[config.mk]
export PLATFORM = sky130hd
export DESIGN_NAME = gps_ack_peak_tracker
export DESIGN_NICKNAME = d
export VERILOG_FILES = /design/src/rtl/gps_ack_pkg.sv /design/src/rtl/gps_ack_peak_ch.sv /design/src/rtl/gps_ack_peak_tracker.sv
export SDC_FILE = /design/constraint.sdc
export NUM_CORES = 1
export LEC_CHECK = 0
export BUFFER_PORTS_ARGS = -buffer_cell sky130_fd_sc_hd__buf_2
export CORE_MARGIN = 2
export CORE_UTILIZATION = 25
export DETAILED_ROUTE_END_ITERATION = 16
export SLEW_MARGIN = 20
export SYNTH_ARGS = -nofsm -noshare
export SYNTH_HDL_FRONTEND = slang
export SYNTH_SLANG_ARGS = --single-unit
[constraint.sdc]
create_clock -name clk -period 4 [get_ports clk]
set_input_delay 0.4 -clock clk [delete_from_list [all_inputs] [get_ports clk]]
set_output_delay 0.4 -clock clk [all_outputs]
set_load 0.1 [all_outputs]
[src/rtl/gps_ack_pkg.sv]
// Shared types for the gps_ack peak tracker: result record layout and tracker FSM states.
package gps_ack_pkg;

  localparam int unsigned NumCh = 8;
  localparam int unsigned SatW  = 6;
  localparam int unsigned IntW  = 12;
  localparam int unsigned CpW   = 10;
  localparam int unsigned DopW  = 16;

  typedef struct packed {
    logic [SatW-1:0]        sat;
    logic [IntW-1:0]        peak;
    logic [IntW-1:0]        second;
    logic [CpW-1:0]         code_phase;
    logic signed [DopW-1:0] doppler;
  } ack_result_t;

  typedef enum logic [0:0] {StAccum, StReport} trk_state_e;

endpackage

[src/rtl/gps_ack_peak_ch.sv]
// One correlator channel's peak record: best / second-best magnitude and the bin of the best.
module gps_ack_peak_ch #(
  parameter int unsigned SAT_W = 6,
  parameter int unsigned INT_W = 12,
  parameter int unsigned CP_W  = 10,
  parameter int unsigned DOP_W = 16
) (
  input  logic                    clk,
  input  logic                    rst,
  input  logic                    clear,
  input  logic                    upd,
  input  logic [SAT_W-1:0]        sat_in,
  input  logic [INT_W-1:0]        integ,
  input  logic [CP_W-1:0]         code_phase,
  input  logic signed [DOP_W-1:0] doppler,
  output logic [SAT_W-1:0]        rec_sat,
  output logic [INT_W-1:0]        rec_peak,
  output logic [INT_W-1:0]        rec_second,
  output logic [CP_W-1:0]         rec_cp,
  output logic signed [DOP_W-1:0] rec_dop
);

  logic [SAT_W-1:0]        sat_q, sat_d;
  logic [INT_W-1:0]        peak_q, peak_d;
  logic [INT_W-1:0]        second_q, second_d;
  logic [CP_W-1:0]         cp_q, cp_d;
  logic signed [DOP_W-1:0] dop_q, dop_d;

  always_comb begin
    sat_d    = sat_q;
    peak_d   = peak_q;
    second_d = second_q;
    cp_d     = cp_q;
    dop_d    = dop_q;
    if (clear) begin
      sat_d    = '0;
      peak_d   = '0;
      second_d = '0;
      cp_d     = '0;
      dop_d    = '0;
    end else if (upd) begin
      if (sat_in != sat_q) begin
        // New satellite on this channel: previous history is meaningless.
        sat_d    = sat_in;
        peak_d   = integ;
        second_d = '0;
        cp_d     = code_phase;
        dop_d    = doppler;
      end else if (integ > peak_q) begin
        second_d = peak_q;
        peak_d   = integ;
        cp_d     = code_phase;
        dop_d    = doppler;
      end else if (integ > second_q) begin
        second_d = integ;
      end
    end
  end

  always_ff @(posedge clk or negedge rst) begin
    if (!rst) begin
      sat_q    <= '0;
      peak_q   <= '0;
      second_q <= '0;
      cp_q     <= '0;
      dop_q    <= '0;
    end else begin
      sat_q    <= sat_d;
      peak_q   <= peak_d;
      second_q <= second_d;
      cp_q     <= cp_d;
      dop_q    <= dop_d;
    end
  end

  assign rec_sat    = sat_q;
  assign rec_peak   = peak_q;
  assign rec_second = second_q;
  assign rec_cp     = cp_q;
  assign rec_dop    = dop_q;

endmodule

[src/rtl/gps_ack_peak_tracker.sv]
// Post-correlation peak tracker: per-channel peak records, streamed out over valid/ready
// once a search completes.
module gps_ack_peak_tracker
  import gps_ack_pkg::*;
#(
  parameter int unsigned NUM_CH = 8,
  parameter int unsigned SAT_W  = 6,
  parameter int unsigned INT_W  = 12,
  parameter int unsigned CP_W   = 10,
  parameter int unsigned DOP_W  = 16,
  localparam int unsigned CH_W  = (NUM_CH > 1) ? $clog2(NUM_CH) : 1
) (
  input  logic                    clk,
  input  logic                    rst,
  input  logic                    clear,
  input  logic                    corr_valid,
  input  logic [NUM_CH*SAT_W-1:0] sat_flat,
  input  logic [NUM_CH*INT_W-1:0] integ_flat,
  input  logic [CP_W-1:0]         code_phase,
  input  logic signed [DOP_W-1:0] doppler_omega,
  input  logic                    search_complete,
  input  logic [INT_W-1:0]        threshold,
  output logic                    res_valid,
  input  logic                    res_ready,
  output logic [CH_W-1:0]         res_ch,
  output logic [SAT_W-1:0]        res_sat,
  output logic [INT_W-1:0]        res_peak,
  output logic [INT_W-1:0]        res_second,
  output logic [CP_W-1:0]         res_code_phase,
  output logic signed [DOP_W-1:0] res_doppler,
  output logic                    res_detected,
  output logic                    res_last,
  output logic                    busy,
  output logic                    report_done
);

  trk_state_e      state_q, state_d;
  logic [CH_W-1:0] ch_q, ch_d;
  logic            done_q, done_d;
  logic            upd;
  logic            is_last;

  logic [SAT_W-1:0]        ch_sat    [NUM_CH];
  logic [INT_W-1:0]        ch_peak   [NUM_CH];
  logic [INT_W-1:0]        ch_second [NUM_CH];
  logic [CP_W-1:0]         ch_cp     [NUM_CH];
  logic signed [DOP_W-1:0] ch_dop    [NUM_CH];

  // Records are frozen while reporting; clear overrides any update.
  assign upd = corr_valid && (state_q == StAccum) && !clear;

  for (genvar g = 0; g < NUM_CH; g++) begin : g_ch
    gps_ack_peak_ch #(
      .SAT_W (SAT_W),
      .INT_W (INT_W),
      .CP_W  (CP_W),
      .DOP_W (DOP_W)
    ) u_ch (
      .clk        (clk),
      .rst        (rst),
      .clear      (clear),
      .upd        (upd),
      .sat_in     (sat_flat[g*SAT_W +: SAT_W]),
      .integ      (integ_flat[g*INT_W +: INT_W]),
      .code_phase (code_phase),
      .doppler    (doppler_omega),
      .rec_sat    (ch_sat[g]),
      .rec_peak   (ch_peak[g]),
      .rec_second (ch_second[g]),
      .rec_cp     (ch_cp[g]),
      .rec_dop    (ch_dop[g])
    );
  end

  assign is_last = (ch_q == CH_W'(NUM_CH - 1));

  always_comb begin
    state_d = state_q;
    ch_d    = ch_q;
    done_d  = 1'b0;
    if (clear) begin
      state_d = StAccum;
      ch_d    = '0;
    end else begin
      unique case (state_q)
        StAccum: begin
          if (search_complete) begin
            state_d = StReport;
            ch_d    = '0;
          end
        end
        StReport: begin
          if (res_ready) begin
            if (is_last) begin
              state_d = StAccum;
              ch_d    = '0;
              done_d  = 1'b1;
            end else begin
              ch_d = ch_q + CH_W'(1);
            end
          end
        end
        default: state_d = StAccum;
      endcase
    end
  end

  always_ff @(posedge clk or negedge rst) begin
    if (!rst) begin
      state_q <= StAccum;
      ch_q    <= '0;
      done_q  <= 1'b0;
    end else begin
      state_q <= state_d;
      ch_q    <= ch_d;
      done_q  <= done_d;
    end
  end

  assign res_valid      = (state_q == StReport);
  assign busy           = (state_q == StReport);
  assign report_done    = done_q;
  assign res_ch         = ch_q;
  assign res_sat        = ch_sat[ch_q];
  assign res_peak       = ch_peak[ch_q];
  assign res_second     = ch_second[ch_q];
  assign res_code_phase = ch_cp[ch_q];
  assign res_doppler    = ch_dop[ch_q];
  assign res_last       = res_valid && is_last;
  assign res_detected   = (res_peak >= threshold) && (res_peak != '0);

endmodule
Word level (Yosys, flattened, before mapping)
Index checks and enable logic that the tools add are counted.
{"block": "totals", "reg_bits": 453, "mem_bits_rw": 0, "inputBits": 188, "romBits": 0, "memories": 0, "latchBits": 0}
{"block": "classes", "magnitude_cmp": 18, "mux": 189, "n_div": 0, "eq_ne": 11, "n_shift": 0, "reduce_logical": 56, "add_sub_neg": 1, "multipliers": 0, "n_bitwise": 2}
{"op": "12-bit 2-to-1 mux", "count": 76}
{"op": "16-bit 2-to-1 mux", "count": 34}
{"op": "10-bit 2-to-1 mux", "count": 34}
{"op": "12-bit greater-than comparator", "count": 16}
{"op": "6-bit 2-to-1 mux", "count": 26}
{"op": "12-bit binary-select mux with 3-bit select", "count": 2}
{"op": "2-bit AND reduction", "count": 25}
{"op": "16-bit binary-select mux with 3-bit select", "count": 1}
{"op": "6-bit != test", "count": 8}
{"op": "4-bit nonzero test", "count": 8}
{"op": "10-bit binary-select mux with 3-bit select", "count": 1}
{"op": "3-bit nonzero test", "count": 8}
{"op": "6-bit binary-select mux with 3-bit select", "count": 1}
{"op": "2-bit nonzero test", "count": 9}
{"op": "12-bit >= comparator", "count": 1}
{"op": "3-bit 2-to-1 mux", "count": 4}
{"op": "12-bit nonzero test", "count": 1}
{"op": "1-bit 2-to-1 mux", "count": 8}
{"op": "3-bit != test, second input constant", "count": 2}
{"op": "3-bit case mux with 2 select lines", "count": 1}
{"op": "4-bit >= comparator, second input constant", "count": 1}
{"op": "1-bit logical AND", "count": 4}
{"op": "3-bit inverter with 4-bit output", "count": 1}
{"op": "3-bit by 1-bit adder with 3-bit output, second input constant", "count": 1}
{"op": "4 further kinds", "count": 4}

Depth between registers and ports, before layout
Gate-level depths: netlist (run 1).
{"block": "depth", "word_depth": 6, "depth_mapped": 13, "ltp_nobuf": 10}

Hierarchy
From an unflattened synthesis (run 1), not the netlist that was laid out.
{"block": "hier_totals", "cells_unflattened": 3035, "area_unflattened_um2": 30098.9}
{"module": "gps_ack_peak_ch at g_ch[0].u_ch ...", "area_per_inst_um2": 3259.4, "n_inst": 7, "cells_each": 349, "seq_area_each_um2": 1401.3}
{"module": "gps_ack_peak_tracker", "area_per_inst_um2": 3911.3, "n_inst": 1, "cells_each": 266, "seq_area_each_um2": 125.1}
{"module": "gps_ack_peak_ch at g_ch[7].u_ch", "area_per_inst_um2": 3372.0, "n_inst": 1, "cells_each": 326, "seq_area_each_um2": 1401.3}

Worst setup path before layout (run 1)
Ideal clock, no wire load.
{"block": "synth_timing", "kind": "reg-to-output", "startpoint": "register ch_q[1], in the netlist res_ch[1]", "endpoint": "output port res_detected", "path_stages_with_launch": 10, "slack_ps": -1417, "arrival_time_ps": 5017, "required_ps": 3600, "cell_sequence": "dfrtp_1 > clkbuf_1 > buf_4 > buf_2 > mux4_2 > mux2_2 > ha_1 > nand3_1 > o41ai_1 > a2bb2oi_1"}
{"block": "synth_via", "elab_chain_len": 6, "word_cells_on_any_way": 7, "cone_classes": "order compare: 1; mux: 3; bitwise: 1; reduce/logical: 2"}
{"element": "start, declared", "line": "gps_ack_peak_tracker.sv:38", "source": "logic [CH_W-1:0] ch_q, ch_d;"}
{"element": "start signal, assigned", "line": "gps_ack_peak_tracker.sv:115", "source": "ch_q <= ch_d;"}
{"element": "3-bit inverter with 4-bit output (implied by the code) *", "line": "gps_ack_peak_tracker.sv:125", "source": "assign res_peak = ch_peak[ch_q];"}
{"element": "12-bit binary-select mux with 3-bit select *", "line": "gps_ack_peak_tracker.sv:125"}
{"element": "12-bit 2-to-1 mux (implied by the code) * (2 in series)", "line": "gps_ack_peak_tracker.sv:125"}
{"element": "via res_peak[9]", "line": "gps_ack_peak_tracker.sv:27", "source": "output logic [INT_W-1:0] res_peak,"}
{"element": "12-bit >= comparator or 12-bit nonzero test (tied branches)", "line": "gps_ack_peak_tracker.sv:130", "source": "assign res_detected = (res_peak >= threshold) && (res_peak != '0);"}
{"element": "1-bit logical AND *", "line": "gps_ack_peak_tracker.sv:130"}
{"element": "end, declared", "line": "gps_ack_peak_tracker.sv:31", "source": "output logic res_detected,"}
The timed path passes the listed nets; every way through them passes the cells marked *. The select of a mux whose other input is x is not followed.

Worst setup path after layout (run 1)
{"block": "layout_timing", "startpoint": "register ch_q[0], in the netlist res_ch[0]", "endpoint": "output port res_detected"}
{"block": "layout_via", "elab_chain_len": 6, "word_cells_on_any_way": 7, "cone_classes": "order compare: 1; mux: 3; bitwise: 1; reduce/logical: 2"}
{"element": "3-bit inverter with 4-bit output (implied by the code) *", "line": "gps_ack_peak_tracker.sv:125"}
{"element": "12-bit binary-select mux with 3-bit select *", "line": "gps_ack_peak_tracker.sv:125"}
{"element": "12-bit 2-to-1 mux (implied by the code) * (2 in series)", "line": "gps_ack_peak_tracker.sv:125"}
{"element": "12-bit >= comparator or 12-bit nonzero test (tied branches)", "line": "gps_ack_peak_tracker.sv:130"}
{"element": "1-bit logical AND *", "line": "gps_ack_peak_tracker.sv:130"}
Mark *: on every way between the ends. The rest lies on a longest branch, timed or not. The select of a mux whose other input is x is not followed.

==> impl_metrics.yaml, run 1 <==
outcome:
  status: "complete, no violations"
timing:
  rsz0062_at_grt: "false"
  timing.final.crit_period_ps: 3860
  period_share_pct: 96.5
  drv_slew: 0
  timing.final.ws_setup_ps: 141
  max-slew-margin-rel_pct: 33.5
  worst_slew_pin_slew_ps: 994
  hold_viol: 0
  fmax_mhz: 259
  finalSetupViolCount: 0
  fin_tns_setup_ps: 0
  fin_skew_ps: 30.0
floorplan:
  dieArea_sq_um: 112000
  rows: 121
  start_util_pct: 25.1
  ioPinCount: 252
  die_w_um: 334
  die_h_um: 334
  core_sq_um: 109000
finish:
  seq_area_sq_um: 11300
  multi_input_area_sq_um: 14400
  nNetsFinal: 3356
  n_fill_cell: 11200
  layout-drive-gt1-share_pct: 20.7
  area_growth_pct: 20.2
setup_path:
  path_common_cell: "a21o_1"
  worst-setup-path-type: "flop to primary output"
  startpoint_type: "flop"
  arrival_ps: 3460
  crit_buf_inv: 2
  path_cells: "buf_4 > mux4_2 > mux2_4 > ha_1 > a21o_1 > a21o_1 > a21oi_1 > o41ai_2 > a2bb2oi_4 > buf_12"
  crit_slowest_cell: "dfrtp_4"
  critPathMaxFanout: 10
  cp_slowest_stage_delay_ps: 540
  critPathRequiredTime_ps: 3600
  crit_family: "compound AO/OA/AOI/OAI gates"
  cp-end-kind: "primary output"
synthesis:
  ys_async_sr_fraction_pct: 100
  synth_top_flop_cell: "dfrtp_1"
  syn_avg_cell_area_sq_um: 10.1
  yosys_warnings: 0
  yosysSeqAreaShare_pct: 41.6
  ys_types: 61
  synth-seq-cells: 453
  syn_inst: 2703
  synthesis.nets: 3097
  syn_area_sq_um: 27300
  synth_edf_count: 0
clocking:
  worstSkewPairLatency_ps: 660
  cts_buffer_depth: 3
  htreeDepth: 2
  clock-root-buffer: "clkbuf_16"
  cts_tree: "yes"
  clkTransAtPathRegs_ps: 60
  cts.sinks: 453
  numCtsBuffers: 55
global_routing:
  antenna_found_initial: 35
  grt_pass1_wl_um: 142000
  grt_overflow: 0
  grt_pass1_vias: 21600
  grt_use_total_pct: 16.8
  grt_start_max_net_pins: 95
power_and_ir_drop:
  leakagePower_nw: 14.4
  net-switching-power_mw: 4.12
  p_comb_share_pct: 19.3
  cellInternalPower_mw: 8.83
  p_seq_share_pct: 40.1
  vdd_ir_drop_max_mv: 0.364
  power.share.clock_pct: 40.5
  powerDensity_nw_per_um2: 395
  switching_share_pct: 31.8
routing:
  wl_um: 94000
  routed_via_density: 4.86
  route.detailed.drc: 0
  vias: 21500
  post_drt_wl_per_cell_um: 21.2
  drtIter0Drc: 1529
  drtPass1Iterations: 5
  drtAntennaViolNets: 0
job:
  cap_violations: 0
placement:
  port_buffers: 251
  dp_slack_ps: 509
  place_congestion: 0.920
  hpwl_um: 69300
min_path:
  min_path_type: "input port to flop"
## power groups by stage
stage                     clock (mW)  combinational (mW)  sequential, mW
after floorplan                    0                1.71            5.14
after global placement             0                2.43            5.27
after detailed placement           0                2.47            5.28
after CTS                       5.38                2.52            5.20
after global routing            5.54                2.76            5.23
final                           5.25                2.51            5.20
## area by class of cell
class / instances / share of cell area [%]
Antenna cell: 11 / 0.0840
Clock buffer: 73 / 4.78
Clock inverter: 27 / 0.962
Inverter: 233 / 2.67
Multi-Input combinational cell: 1859 / 44.1
Sequential cell: 453 / 34.6
Tap cell: 1414 / 5.40
Timing Repair Buffer: 360 / 7.42
## kinds of logic after synthesis
| group | share of synthesized area (%) |
|---|---|
| multiplexers | 14.1 |
| buffers and inverters | 5.99 |
| AO/OA/AOI/OAI | 14.0 |
| XOR/XNOR | 1.54 |
| adder cells (fa/ha/maj) | 9.45 |
| flip-flops | 41.6 |
| AND/OR/NAND/NOR | 13.3 |
## worst reg2reg max path: stages, from the launching register on
cell	delay, ps
dfrtp_1	450
inv_1	90
ha_1	300
a21o_1	160
a21o_1	170
a21o_1	190
o31ai_2	610
nand2_4	100
nor3b_2	770
a221o_1	290
## layer usage
| layer | GRT usage, % | vias to the layer above | share of wire, % |
|---|---|---|---|
| met5 | 0 | - | 0.081 |
| met4 | 5.99 | 12 | 3.5 |
| met3 | 3.28 | 193 | 6.3 |
| met2 | 27.3 | 602 | 47 |
| met1 | 22.3 | 10600 | 44 |
| li1 | - | 10100 | - |
## synth_stat cells (all sizes together) (8+ instances only)
cell       n  area share (%)
o2bb2ai   26            0.84
nor3      38            0.70
o21a      10            0.28
and3      15            0.34
a21oi     75             1.4
mux2i     59             2.2
ha       206             9.5
nor4      11            0.43
nand4     49             1.1
a21o      39             1.1
dfrtp    453              42
xnor2      9            0.29
mux2      66             2.7
mux4     112             9.2
nor2      32            0.44
nand2b   126             2.9
clkbuf    71            0.98
xor2      39             1.3
o41ai     13            0.42
nand3     10            0.18
o21ai    377             7.0
inv      233             3.2
nand3b    32            0.88
nand2    393             5.5
o31ai     14            0.45
buf       87             1.8
a221o     37             1.4
nor2b     17            0.39
a31oi      8            0.25
o211ai    14            0.39
## worst paths after layout
path	startpoint	end	slack, ps	depth (start not counted)
worst max-delay path	res_ch[0]$_DFFE_PN0P_	res_detected	140	10
worst min-delay path	sat_flat[1]	g_ch[0].u_ch.rec_sat[1]$_DFFE_PN0P_	40	3
worst max register to register	g_ch[1].u_ch.rec_peak[5]$_DFFE_PN0P_	g_ch[1].u_ch.rec_second[2]$_DFFE_PN0P_	800	9
worst min register to register	g_ch[6].u_ch.rec_cp[8]$_DFFE_PN0P_	g_ch[6].u_ch.rec_cp[8]$_DFFE_PN0P_	470	2
max in group asynchronous	rst	res_ch[2]$_DFFE_PN0P_	2580	3
min in group asynchronous	rst	g_ch[2].u_ch.rec_cp[2]$_DFFE_PN0P_	400	2
## placed cells by master (no fill, tap or decap), drive strengths merged, types with 32 or more instances in the layout
cell	Yosys	routed
a21o	39	39
a21oi	75	75
a221o	37	37
buf	87	317
clkbuf	71	73
dfrtp	453	453
dlygate4sd3	0	43
ha	206	206
inv	233	236
mux2	66	66
mux2i	59	59
mux4	112	112
nand2	393	393
nand2b	126	126
nand3b	32	32
nand4	49	49
nor2	32	32
nor3	38	38
o21ai	377	377
xor2	39	39
## timing repair
item,CTS,global route
endpoints found under the setup margin,1,1
gates resized for setup,1,0
gates cloned,0,0
endpoints found under the hold margin,128,0
buffers inserted,2,8
hold buffers,43,0
## flip-flops by register name, indices dropped and copies added (netlist names)
| signal | cells |
|---|---|
| g_ch.u_ch.rec_dop | 128 |
| report_done | 1 |
| res_ch | 3 |
| busy | 1 |
| g_ch.u_ch.rec_cp | 80 |
| g_ch.u_ch.rec_second | 96 |
| g_ch.u_ch.rec_peak | 96 |
| g_ch.u_ch.rec_sat | 48 |
## through the flow
step / hold WS, ps / total power, mW / util (%) / area [sq um] / std cells
after CTS: 0.383 / 13.1 / 30.1 / 32700 / 4411
after floorplan: 104 / 6.84 / - / 27300 / 2703
after detailed placement: 465 / 7.75 / 27.9 / 30300 / 4266
after global routing: 25.2 / 13.5 / 30.2 / 32800 / 4427
final: 42.9 / 13.0 / 30.2 / 32800 / 4430
after global placement: 456 / 7.70 / 27.9 / 30300 / 4266
No activity file was read; power rests on OpenSTA's default activity.
==> run 2, diff against run 1 <==
--- a/config.mk
+++ b/config.mk
@@ -9,6 +9,7 @@
 export CORE_MARGIN = 2
 export CORE_UTILIZATION = 25
 export DETAILED_ROUTE_END_ITERATION = 16
+export RECOVER_POWER = 25
 export SLEW_MARGIN = 20
 export SYNTH_ARGS = -nofsm -noshare
 export SYNTH_HDL_FRONTEND = slang
==> run 2 against run 1 <==
  * Critical path type unchanged
  * Sequential power barely moved
  * Routed wire length barely moved
  * Utilization barely moved
  * Largest cell class unchanged
  * Cell area barely moved
  * The flow now finishes with violations (capacitance limit, slew limit)
  * Via count barely moved
  * Critical path depth did not move
  * Count of clock-buffer cells in the layout did not move
==> impl_metrics.yaml, run 2 (same netlist as run 1, synthesis figures left out) <==
outcome:
  status: "complete, but fails checks"
  failed_checks: "capacitance limit, slew limit"
power_and_ir_drop:
  power.total_mw: 13.0
  vdd_ir_drop_max_mv: 0.363
  leakagePower_nw: 14.4
  powerDensity_nw_per_um2: 396
timing:
  finalSetupViolCount: 0
  rsz0062_at_grt: "false"
  drv_slew: 91
  timing.final.crit_period_ps: 3860
  max-slew-margin-rel_pct: -75.1
  fin_skew_ps: 30.0
  worst_slew_pin_slew_ps: 2630
  timing.final.ws_setup_ps: 138
  hold_viol: 0
  period_share_pct: 96.6
  fmax_mhz: 259
  fin_tns_setup_ps: 0
  hold_ws_ps: 43.4
placement:
  dp_cells: 4266
  place_congestion: 0.920
  dp_slack_ps: 509
  hpwl_um: 69300
  port_buffers: 251
  place_area_sq_um: 30300
clocking:
  worstSkewPairLatency_ps: 660
  cts_buffer_depth: 3
  clkTransAtPathRegs_ps: 60
  numCtsBuffers: 55
  htreeDepth: 2
  cts.sinks: 453
  cts_tree: "yes"
  clock-root-buffer: "clkbuf_16"
floorplan:
  rows: 121
  core_sq_um: 109000
  die_w_um: 334
  ioPinCount: 252
  die_h_um: 334
  start_util_pct: 25.1
  dieArea_sq_um: 112000
setup_path:
  path_cells: "buf_4 > mux4_2 > mux2_4 > ha_1 > a21o_1 > a21o_1 > a21oi_1 > o41ai_2 > a2bb2oi_4 > buf_12"
  timing.rr.start: "g_ch[1].u_ch.rec_peak[5]$_DFFE_PN0P_"
  cp_slowest_stage_delay_ps: 540
  setup.worst_path.start: "res_ch[0]$_DFFE_PN0P_"
  crit_slowest_cell: "dfrtp_4"
  arrival_ps: 3460
  critPathMaxFanout: 10
  startpoint_type: "flop"
  crit_buf_inv: 2
  path_common_cell: "a21o_1"
  crit_family: "compound AO/OA/AOI/OAI gates"
  rrSetupSlack_ps: 810
  cp-end-kind: "primary output"
  worst-setup-path-type: "flop to primary output"
  critPathRequiredTime_ps: 3600
global_routing:
  grt_pass1_wl_um: 142000
  antenna_found_initial: 35
  grt_overflow: 0
  grt_pass1_vias: 21600
  grt_start_max_net_pins: 95
  grt_use_total_pct: 16.8
finish:
  final_cells: 4430
  utilization_pct: 30.2
  largest_reg_flops: 128
  final_cell_mix: "dfrtp_1 (450), nand2_1 (391), o21ai_0 (357)"
  mostFrequentLayoutCell: "dfrtp_1"
  multi_input_area_sq_um: 14400
  n_fill_cell: 11200
  fin_area_sq_um: 32700
  area_growth_pct: 20.1
  nNetsFinal: 3356
  seq_area_sq_um: 11300
  layout-drive-gt1-share_pct: 20.7
job:
  cap_violations: 1
routing:
  drtPass1Iterations: 5
  wl_um: 94000
  routed_via_density: 4.86
  route.detailed.drc: 0
  drtAntennaViolNets: 0
  drtIter0Drc: 1508
  vias: 21500
  post_drt_wl_per_cell_um: 21.2
min_path:
  holdCritStartpoint: "sat_flat[1]"
  min_path_type: "input port to flop"
[run 2: cell count changes in the layout (fill, tap and decap cells not counted), sizes merged]
cell	previous run	this run
clkbuf	73	76
buf	317	314
[run 2: worst paths after layout]
kind                                                          endpoint  depth (start not counted)
worst min-delay path               g_ch[0].u_ch.rec_sat[1]$_DFFE_PN0P_                          3
worst min register to register     g_ch[7].u_ch.rec_dop[4]$_DFFE_PN0P_                          2
max in group asynchronous         g_ch[7].u_ch.rec_dop[12]$_DFFE_PN0P_                          3
worst max register to register  g_ch[1].u_ch.rec_second[2]$_DFFE_PN0P_                          9
min in group asynchronous           g_ch[2].u_ch.rec_cp[2]$_DFFE_PN0P_                          2
worst max-delay path                                      res_detected                         10
[run 2: where the power goes]
part	internal (mW)	total, mW	switching, mW
logic	0.905	2.50	1.60
clock network	3.03	5.25	2.22
registers	4.90	5.20	0.304
total	8.83	13.0	4.12
[run 2: repair_timing]
item                                    4_1_cts  5_1_grt
resized for setup                             1        0
hold buffers                                 43        0
hold endpoints to repair                    128        0
endpoints found under the setup margin        1        1
setup buffers                                 2        8
[run 2: cell type report]
type | instances | area share (%)
flip-flops and latches | 453 | 34.6
diodes | 11 | 0.0841
well taps | 1414 | 5.40
repair buffers | 360 | 7.34
multi-input cells | 1859 | 44.1
clock buffers | 73 | 4.78
clock inverters | 27 | 0.963
inverters | 233 | 2.67
[run 2: metal layers]
metal / track usage, % / part of all wire, % / vias up
met1: 22.3 / 43 / 10600
met3: 3.28 / 6.4 / 190
met5: 0 / 0.069 / -
met2: 27.3 / 47 / 601
met4: 5.99 / 3.5 / 10
li1: - / - / 10100
[run 2: worst reg2reg max path: stages, from the launching register on]
cell and delay (ps):
dfrtp_1 450, inv_1 90, ha_1 300, a21o_1 160, a21o_1 170, a21o_1 190, o31ai_2 610, nand2_4 100
nor3b_2 760, a221o_1 290
